[src/rtl/led_sequencer.sv]
// led_sequencer: byte-commanded LED pattern engine with a programmable
// step timer, four step patterns, global PWM brightness and pause control.
module led_sequencer #(
    parameter int NUM_LEDS = 3,
    parameter int CLK_HZ   = 24_000_000,
    parameter int PWM_BITS = 4
) (
    input  logic                clk_in,
    input  logic                rst,
    input  logic                cmd_valid,
    input  logic [7:0]          cmd_data,
    output logic                cmd_ready,
    output logic [NUM_LEDS-1:0] led,
    output logic                step_pulse
);

    localparam int TW = $clog2(CLK_HZ + 1);
    localparam int PW = (NUM_LEDS > 1) ? $clog2(NUM_LEDS) : 1;

    localparam logic [TW-1:0]       CLK_VAL = TW'(CLK_HZ);
    localparam logic [PW-1:0]       POS_MAX = PW'(NUM_LEDS - 1);
    localparam logic [PWM_BITS-1:0] B_FULL  = '1;

    typedef enum logic [1:0] {
        M_ROTL,
        M_ROTR,
        M_BOUNCE,
        M_BLINK
    } mode_e;

    typedef enum logic [1:0] {
        C_MODE,
        C_SPEED,
        C_BRIGHT,
        C_CTRL
    } cmd_e;

    mode_e               r_mode;
    mode_e               w_mode;
    logic [3:0]          r_sp;
    logic [3:0]          w_sp;
    logic [PWM_BITS-1:0] r_b;
    logic [PWM_BITS-1:0] w_b;
    logic [PWM_BITS-1:0] r_pwm;
    logic                r_pause;
    logic                w_pause;
    logic [PW-1:0]       r_pos;
    logic [PW-1:0]       w_pos;
    logic                r_dir;
    logic                w_dir;
    logic                r_ph;
    logic                w_ph;
    logic [TW-1:0]       r_timer;
    logic [TW-1:0]       w_timer;
    logic [NUM_LEDS-1:0] r_led;
    logic [NUM_LEDS-1:0] w_pat;
    logic                r_step;

    logic                w_accept;
    logic                w_rst_cmd;
    logic                w_tc;
    logic                w_step;
    logic                w_pwm_on;
    logic [TW-1:0]       w_shift;
    logic [TW-1:0]       w_last;
    cmd_e                w_op;
    logic                w_unused;

    assign cmd_ready  = ~rst;
    assign led        = r_led;
    assign step_pulse = r_step;
    assign w_accept   = cmd_valid & cmd_ready;
    assign w_op       = cmd_e'(cmd_data[7:6]);
    assign w_unused   = ^cmd_data[5:4];

    // Command decode; mode, speed and restart all rewind the pattern.
    always_comb begin
        w_mode    = r_mode;
        w_sp      = r_sp;
        w_b       = r_b;
        w_pause   = r_pause;
        w_rst_cmd = 1'b0;
        if (w_accept) begin
            case (w_op)
                C_MODE: begin
                    w_mode    = mode_e'(cmd_data[1:0]);
                    w_rst_cmd = 1'b1;
                end
                C_SPEED: begin
                    w_sp      = cmd_data[3:0];
                    w_rst_cmd = 1'b1;
                end
                C_BRIGHT: begin
                    w_b = cmd_data[PWM_BITS-1:0];
                end
                C_CTRL: begin
                    if (cmd_data[1]) begin
                        w_pause = 1'b0;
                    end else if (cmd_data[0]) begin
                        w_pause = 1'b1;
                    end
                    w_rst_cmd = cmd_data[2];
                end
                default: begin
                    w_rst_cmd = 1'b0;
                end
            endcase
        end
    end

    // Step timer; pause uses the pre-command value.
    always_comb begin
        w_shift = CLK_VAL >> r_sp;
        w_last  = (w_shift == '0) ? '0 : w_shift - TW'(1);
        w_tc    = (r_timer >= w_last);
        w_step  = w_tc & ~r_pause & ~w_rst_cmd;
        if (w_rst_cmd) begin
            w_timer = '0;
        end else if (r_pause) begin
            w_timer = r_timer;
        end else if (w_tc) begin
            w_timer = '0;
        end else begin
            w_timer = r_timer + TW'(1);
        end
    end

    // Pattern position, bounce direction and blink phase.
    always_comb begin
        w_pos = r_pos;
        w_dir = r_dir;
        w_ph  = r_ph;
        if (w_rst_cmd) begin
            w_pos = '0;
            w_dir = 1'b0;
            w_ph  = 1'b0;
        end else if (w_step) begin
            case (r_mode)
                M_ROTL: begin
                    w_pos = (r_pos == POS_MAX) ? '0 : r_pos + PW'(1);
                end
                M_ROTR: begin
                    w_pos = (r_pos == '0) ? POS_MAX : r_pos - PW'(1);
                end
                M_BOUNCE: begin
                    if (NUM_LEDS == 1) begin
                        w_pos = '0;
                    end else if (!r_dir) begin
                        if (r_pos == POS_MAX) begin
                            w_pos = r_pos - PW'(1);
                            w_dir = 1'b1;
                        end else begin
                            w_pos = r_pos + PW'(1);
                        end
                    end else begin
                        if (r_pos == '0) begin
                            w_pos = r_pos + PW'(1);
                            w_dir = 1'b0;
                        end else begin
                            w_pos = r_pos - PW'(1);
                        end
                    end
                end
                M_BLINK: begin
                    w_ph = ~r_ph;
                end
                default: begin
                    w_pos = r_pos;
                end
            endcase
        end
    end

    always_comb begin
        w_pat = '0;
        case (r_mode)
            M_BLINK: w_pat = {NUM_LEDS{r_ph}};
            default: w_pat = NUM_LEDS'(1) << r_pos;
        endcase
        w_pwm_on = (r_b == B_FULL) || (r_pwm < r_b);
    end

    always_ff @(posedge clk_in or posedge rst) begin
        if (rst) begin
            r_mode  <= M_ROTL;
            r_sp    <= '0;
            r_b     <= B_FULL;
            r_pause <= 1'b0;
            r_pos   <= '0;
            r_dir   <= 1'b0;
            r_ph    <= 1'b0;
            r_timer <= '0;
            r_pwm   <= '0;
            r_led   <= '0;
            r_step  <= 1'b0;
        end else begin
            r_mode  <= w_mode;
            r_sp    <= w_sp;
            r_b     <= w_b;
            r_pause <= w_pause;
            r_pos   <= w_pos;
            r_dir   <= w_dir;
            r_ph    <= w_ph;
            r_timer <= w_timer;
            r_pwm   <= r_pwm + PWM_BITS'(1);
            r_led   <= w_pat & {NUM_LEDS{w_pwm_on}};
            r_step  <= w_step;
        end
    end

endmodule

[config.mk]
export PLATFORM = sky130hd
export DESIGN_NAME = led_sequencer
export DESIGN_NICKNAME = d
export VERILOG_FILES = /design/src/rtl/led_sequencer.sv
export SDC_FILE = /design/constraint.sdc
export NUM_CORES = 1
export LEC_CHECK = 0
export ABC_AREA = 1
export CAP_MARGIN = 20
export CORE_UTILIZATION = 40
export DETAILED_ROUTE_END_ITERATION = 8
export MAX_ROUTING_LAYER = met4
export PLACE_DENSITY = 0.61
export REMOVE_ABC_BUFFERS = 1
export SYNTH_ARGS = -nofsm -noshare
export SYNTH_HDL_FRONTEND = slang
export SYNTH_SLANG_ARGS = --single-unit
[constraint.sdc]
create_clock -name clk_in -period 4.45 [get_ports clk_in]
set_clock_uncertainty 0.1 [all_clocks]
set_input_delay 1.1125 -clock clk_in [delete_from_list [all_inputs] [get_ports clk_in]]
set_output_delay 1.1125 -clock clk_in [all_outputs]
set_load 0.005 [all_outputs]
==> results.toml, run 1 <==
[die]
start_util = 0.4187
core-area_sq_um = 10510
chipHeight_um = 106.9
rows = 37
ios = 16
die_w_um = 106.9
die_area_sq_um = 11420

[route]
drt_iter0_markers = 249
via_per_inst = 5.019
wl_mm = 10.28
drc = 0
dr.pass1.iters = 5
num_vias = 4015
wl_per_cell_um = 12.85
drtAntennaViolNets = 0

[clock_network]
cts_buffers = 5
cts_max_level = 2
cts_setup_buffers = 0
cts_tree = "done"
cts_buffer_depth = 2
insertion_delay_ns = 0.31
clock-sinks = 48
ctsRootBufferMaster = "clkbuf_8"
cts.clk_slew.worst_paths_ns = 0.09

[min_path]
whs_path_depth = 1
hold_end = "r_pwm[0]$_DFF_PP0_"
hp-start = "r_pwm[0]$_DFF_PP0_"
hold_class = "flip-flop to flip-flop"

[finish]
fin_nets = 723
final_cell_mix = "201 x nand2_1, 86 x inv_1, 63 x nor2_1, 49 x ha_1, 43 x dfrtp_1"
drive_gt1_frac = 0.06777
diodes = 0
final_common_cell = "nand2_1"
syn2layout_area_growth_pct = 8.303

[power_and_ir_drop]
p_per_area_nw_per_um2 = 388.5
irDropWorstVdd_uv = 182.8
power.leakage_uw = 0.002480

[critical_path]
cp-end-kind = "flip-flop"
reg2reg_from = "r_sp[0]$_DFFE_PP0P_"
worstPathRequired_ns = 4.53
r2r-end = "r_timer[14]$_DFFE_PP0P_"
path_class = "flip-flop to flip-flop"
reg2reg_depth = 26
start_kind = "flip-flop"
worstSetupStartpoint = "r_sp[0]$_DFFE_PP0P_"
cp_max_fo = 19
r2r_slack_ns = 0.52
arrival_ns = 4.02

[logic_synthesis]
synth_top_cell_area_share = 0.2502
postSynthCellCount = 648
ys.flop_type = "dfrtp_1"
synth_edf_count = 0
ys_seq_area_frac = 0.2741
syn_area_per_cell_sq_um = 6.791
ys_ff_latch = 48
netlist_area_sq_um = 4400
synth.distinct_cells = 44
ys_warn_count = 0
synthTopCellsByArea = "dfrtp_1 25%, nand2_1 17%, ha_1 14%, inv_1 7.4%, nor2_1 5.4%"
synth_top_cell_by_area = "dfrtp_1"
synthArstFlopShare = 1.000

[global_route]
grt_max_degree = 49
grt_overflow = 0
grt_usage = 0.2024
first_global_vias = 3829
antenna_found_initial = 0
grt_pass1_wl_mm = 17.93

[timing]
max_freq_mhz = 254.3
hold_viol = 0
fin_tns_setup_ns = 0
setup_viol = 0
rsz0062_at_grt = "false"
max-slew-margin-rel = 0.5845
worst_pin_slew_ns = 0.6232
period_needed_ns = 3.933
drv_slew = 0
hold_slack_ns = 0.3687
finalCritPeriodShare = 0.8838

[placed_design]
port_buffers = 13
hpwl_mm = 8.189
routabilityCongestion = 0.8995

[run]
maxCapViolations = 0

[outcome]
status = "finished clean"
registers in the layout (all words and copies together) (netlist names):
| signal | cells |
|---|---|
| r_timer | 25 |
| r_b | 4 |
| r_pwm | 4 |
| r_sp | 4 |
| led | 3 |
| r_mode | 2 |
| r_pos | 2 |
| r_dir | 1 |
| r_pause | 1 |
| r_ph | 1 |
| step_pulse | 1 |
what timing repair did:
item,in CTS,in global routing
hold buffers,0,0
setup endpoints to repair,0,2
endpoints found under the hold margin,0,0
gates resized for setup,0,1
cell families (layout without fill, tap and decap cells):
family                     after synthesis  in the layout  synth area share
AOI/OAI and AO/OA                       80             80            0.1123
xor gates and xnor gates                25             25           0.04976
adders and majority gates               49             49            0.1393
buffers and inverters                  101            117           0.09326
DFF                                     48             48            0.2741
and+or+nand+nor                        345            345            0.3313
metrics by stage:
step / util / area, sq um / instances / total power (uW) / setup WS [ns]
floorplan: - / 4338 / 639 / 1311 / 1.073
global placement: 0.4442 / 4668 / 792 / 1544 / 0.4923
detailed placement: 0.4442 / 4668 / 792 / 1570 / 0.4628
CTS: 0.4534 / 4765 / 800 / 1869 / 0.4233
global route: 0.4535 / 4766 / 800 / 2052 / 0.07314
finish: 0.4535 / 4766 / 800 / 1852 / 0.5169
worst max-delay path by stage:
stage                                    endpoint  slack [ns]  cells after the start
after floorplan           r_timer[10]$_DFFE_PP0P_        1.07                     23
after CTS                 r_timer[14]$_DFFE_PP0P_        0.42                     21
after global routing      r_timer[13]$_DFFE_PP0P_        0.07                     26
after global placement    r_timer[21]$_DFFE_PP0P_        0.49                     21
after detailed placement  r_timer[14]$_DFFE_PP0P_        0.46                     21
final                     r_timer[14]$_DFFE_PP0P_        0.52                     26
critical path: stages (launching register included):
cell and delay, ns:
dfrtp_1 0.39, inv_1 0.19, ha_1 0.31, nand2_2 0.11, nand2_1 0.11, nand2_1 0.13, o21ai_2 0.12, inv_2 0.10
nand2_1 0.06, a21oi_2 0.14, nand2_2 0.08, nor2_2 0.11, nand2_1 0.13, nand2_1 0.08, inv_1 0.05, ha_1 0.29
nand2_1 0.05, nor2_1 0.13, nand2_1 0.08, nor2_1 0.19, nand2_1 0.08, nand2_1 0.06, nor2_1 0.05, nand3_2 0.13
nand2_1 0.10, nand2_2 0.32, nor3_1 0.09
power by group:
group / switching [uW] / internal (uW) / leakage, uW / total, uW
clock: 160 / 127 / 0.0000516 / 288
sequential: 65.7 / 499 / 0.000630 / 564
combinational: 640 / 359 / 0.00180 / 999
synthesized netlist by cell type (3+ instances only):
cell type and number:
o21a_1 4, xnor2_1 9, nor2_1 63, ha_1 49, nand4_1 16, dfrtp_1 44, inv_2 4, inv_1 87
dfstp_2 4, buf_6 3, o211ai_1 3, o21ai_0 24, nor3_1 8, o21ai_2 3, a21oi_1 20, nor2_2 3
o22ai_1 4, nand3b_1 3, nand3_1 37, o21ai_1 8, nand2_2 7, nand2_1 201, xor2_1 16
metal layers:
layer / track usage / wire length, um
met5: - / 0
met4: 0.05284 / 147
met3: 0.03222 / 363
met2: 0.3258 / 4765
met1: 0.2650 / 5000
final cells by class:
cell class                 instances  area [sq um]
fill                            1077          5743
clock buffer                       6         82.58
multi-input combinational        499          2784
clock inverter                     2         13.76
inverter                          92         347.8
timing repair buffer              17         160.2
tap                              136         170.2
sequential                        48          1207
No activity file was read; power rests on OpenSTA's default activity.
==> run 2, diff against run 1 <==
DONT_BUFFER_PORTS = 1   (was unset)
PLACE_DENSITY = 0.59   (was 0.61)
==> run 2 against run 1 <==
  * Global-route usage fell by 0.45 points
  * Non-clock buffer count shrank 12
  * Cell count is 1.5% lower
  * Sequential power barely moved
  * Clock power is 3% lower
  * Via count fell by 1.3%
  * Wire length shrank 2.0%
==> results.toml, run 2 (synthesis results as in run 1) <==
[outcome]
status = "finished clean"

[power_and_ir_drop]
clkPwrFrac = 0.155
switching_share = 0.4696
comb_power_share = 0.534
p_total_uw = 1812
p_sw_uw = 850.6
p_per_area_nw_per_um2 = 390.5
p_int_uw = 960.9
power.leakage_uw = 0.002429
seqPwrFrac = 0.312
irDropWorstVdd_uv = 240.9

[critical_path]
arrival_ns = 3.95
worstSetupStartpoint = "r_sp[0]$_DFFE_PP0P_"
reg2reg_from = "r_sp[0]$_DFFE_PP0P_"
critPathCapture = "r_timer[15]$_DFFE_PP0P_"
reg2reg_depth = 26
cp_max_fo = 19
r2r-end = "r_timer[15]$_DFFE_PP0P_"
r2r_slack_ns = 0.59
start_kind = "flip-flop"
path_class = "flip-flop to flip-flop"
worstPathRequired_ns = 4.53
cp-end-kind = "flip-flop"

[die]
start_util = 0.4187
die_area_sq_um = 11420
chipHeight_um = 106.9
ios = 16
die_w_um = 106.9
core-area_sq_um = 10510
rows = 37

[placed_design]
hpwl_mm = 8.053
port_buffers = 0
dp_cells = 780
routabilityCongestion = 0.9029
place_ws_ns = 0.6194

[clock_network]
cts_tree = "done"
cts_hold_buffers = 0
cts_buffer_depth = 2
ctsRootBufferMaster = "clkbuf_8"
cts_buffers = 5
insertion_delay_ns = 0.31
cts_resized = 0
clock-sinks = 48
cts_setup_buffers = 0
cts.clk_slew.worst_paths_ns = 0.09
cts_max_level = 2

[finish]
final_common_cell = "nand2_1"
diodes = 0
syn2layout_area_growth_pct = 5.431
final_cell_mix = "201 x nand2_1, 86 x inv_1, 63 x nor2_1, 49 x ha_1, 44 x dfrtp_1"
fin_nets = 711
layout.cells.non_filler = 788
largest_reg_flops = 25
regMostFlops = "r_timer"
drive_gt1_frac = 0.06748

[global_route]
grt_pass1_wl_mm = 17.35
first_global_vias = 3751
grt_overflow = 0
grt_usage = 0.1978
grt_max_degree = 49
antenna_found_initial = 0

[timing]
worst_pin_slew_ns = 0.6140
hold_slack_ns = 0.3660
hold_viol = 0
finalWorstSetupSlack_ns = 0.5864
finalCritPeriodShare = 0.8682
max_freq_mhz = 258.8
setup_viol = 0
rsz0062_at_grt = "false"
max-slew-margin-rel = 0.5906
fin_tns_setup_ns = 0
period_needed_ns = 3.864
drv_slew = 0

[route]
num_vias = 3963
drtAntennaViolNets = 0
wl_per_cell_um = 12.78
drc = 0
via_per_inst = 5.029
drt_iter0_markers = 243
dr.pass1.iters = 4
wl_mm = 10.07

[min_path]
whs_path_depth = 1
hold_class = "flip-flop to flip-flop"

[run]
maxCapViolations = 0
-- run 2: changes by cell type in the layout (fill, tap and decap cells not counted), sizes merged --
cell / delta
buf: +1
clkbuf: +1
clkdlybuf4s50: -13
clkinv: -1
clkinvlp: +1
inv: -1
-- run 2: how the worst min path moves through the flow --
| stage | endpoint | slack [ns] | from |
|---|---|---|---|
| 6_report | r_pwm[0]$_DFF_PP0_ | 0.37 | r_pwm[0]$_DFF_PP0_ |
| 5_1_grt | r_pwm[0]$_DFF_PP0_ | 0.39 | r_pwm[0]$_DFF_PP0_ |
| 4_1_cts | r_pwm[0]$_DFF_PP0_ | 0.37 | r_pwm[0]$_DFF_PP0_ |
| 3_5_place_dp | r_pwm[0]$_DFF_PP0_ | 0.36 | r_pwm[0]$_DFF_PP0_ |
| 3_3_place_gp | r_pwm[0]$_DFF_PP0_ | 0.36 | r_pwm[0]$_DFF_PP0_ |
| 2_1_floorplan | r_pwm[0]$_DFF_PP0_ | 0.33 | r_pwm[0]$_DFF_PP0_ |
-- run 2: through the flow --
step	cell area (sq um)	util
2_1_floorplan	4338	-
3_3_place_gp	4546	0.4326
3_5_place_dp	4546	0.4326
4_1_cts	4639	0.4415
5_1_grt	4639	0.4415
6_report	4639	0.4415
-- run 2: per-layer routing --
| metal | part of all wire | GRT usage | vias up |
|---|---|---|---|
| li1 | - | - | 2082 |
| met1 | 0.48 | 0.2507 | 1808 |
| met2 | 0.47 | 0.3263 | 55 |
| met3 | 0.032 | 0.03100 | 18 |
| met4 | 0.016 | 0.05773 | 0 |
| met5 | 0 | - | - |
-- run 2: final cells by class --
class	instances	area, sq um
well taps	136	170.2
multi-input cells	499	2784
flip-flops and latches	48	1206
clock buffers	7	86.33
fillers	1096	5869
repair buffers	5	37.54
inverters	92	347.8
clock inverters	1	7.507
-- run 2: power groups by stage --
| stage | logic (uW) | registers, uW | clock network [uW] |
|---|---|---|---|
| after floorplan | 742 | 570 | 0 |
| after global placement | 949 | 574 | 0 |
| after global routing | 1130 | 576 | 304 |
| after CTS | 974 | 566 | 291 |
| after detailed placement | 966 | 573 | 0 |
| final | 967 | 564 | 280 |
-- run 2: worst max-delay path: stages (launching register included) --
cell     delay (ns)
dfrtp_1        0.38
inv_1          0.19
ha_1           0.31
nand2_2        0.11
nand2_1        0.11
nand2_1        0.13
o21ai_2        0.12
inv_2          0.11
nand2_1        0.06
a21oi_2        0.14
nand2_2        0.09
nor2_2         0.11
nand2_1        0.11
nand2_1        0.07
inv_1          0.05
ha_1           0.29
nand2_1        0.05
nor2_1         0.13
nand2_1        0.08
nor2_1         0.16
nand2_1        0.07
nand2_1        0.05
nor2_1         0.05
nand3_2        0.12
nand2_1        0.10
nand2_2        0.33
nor2_1         0.10
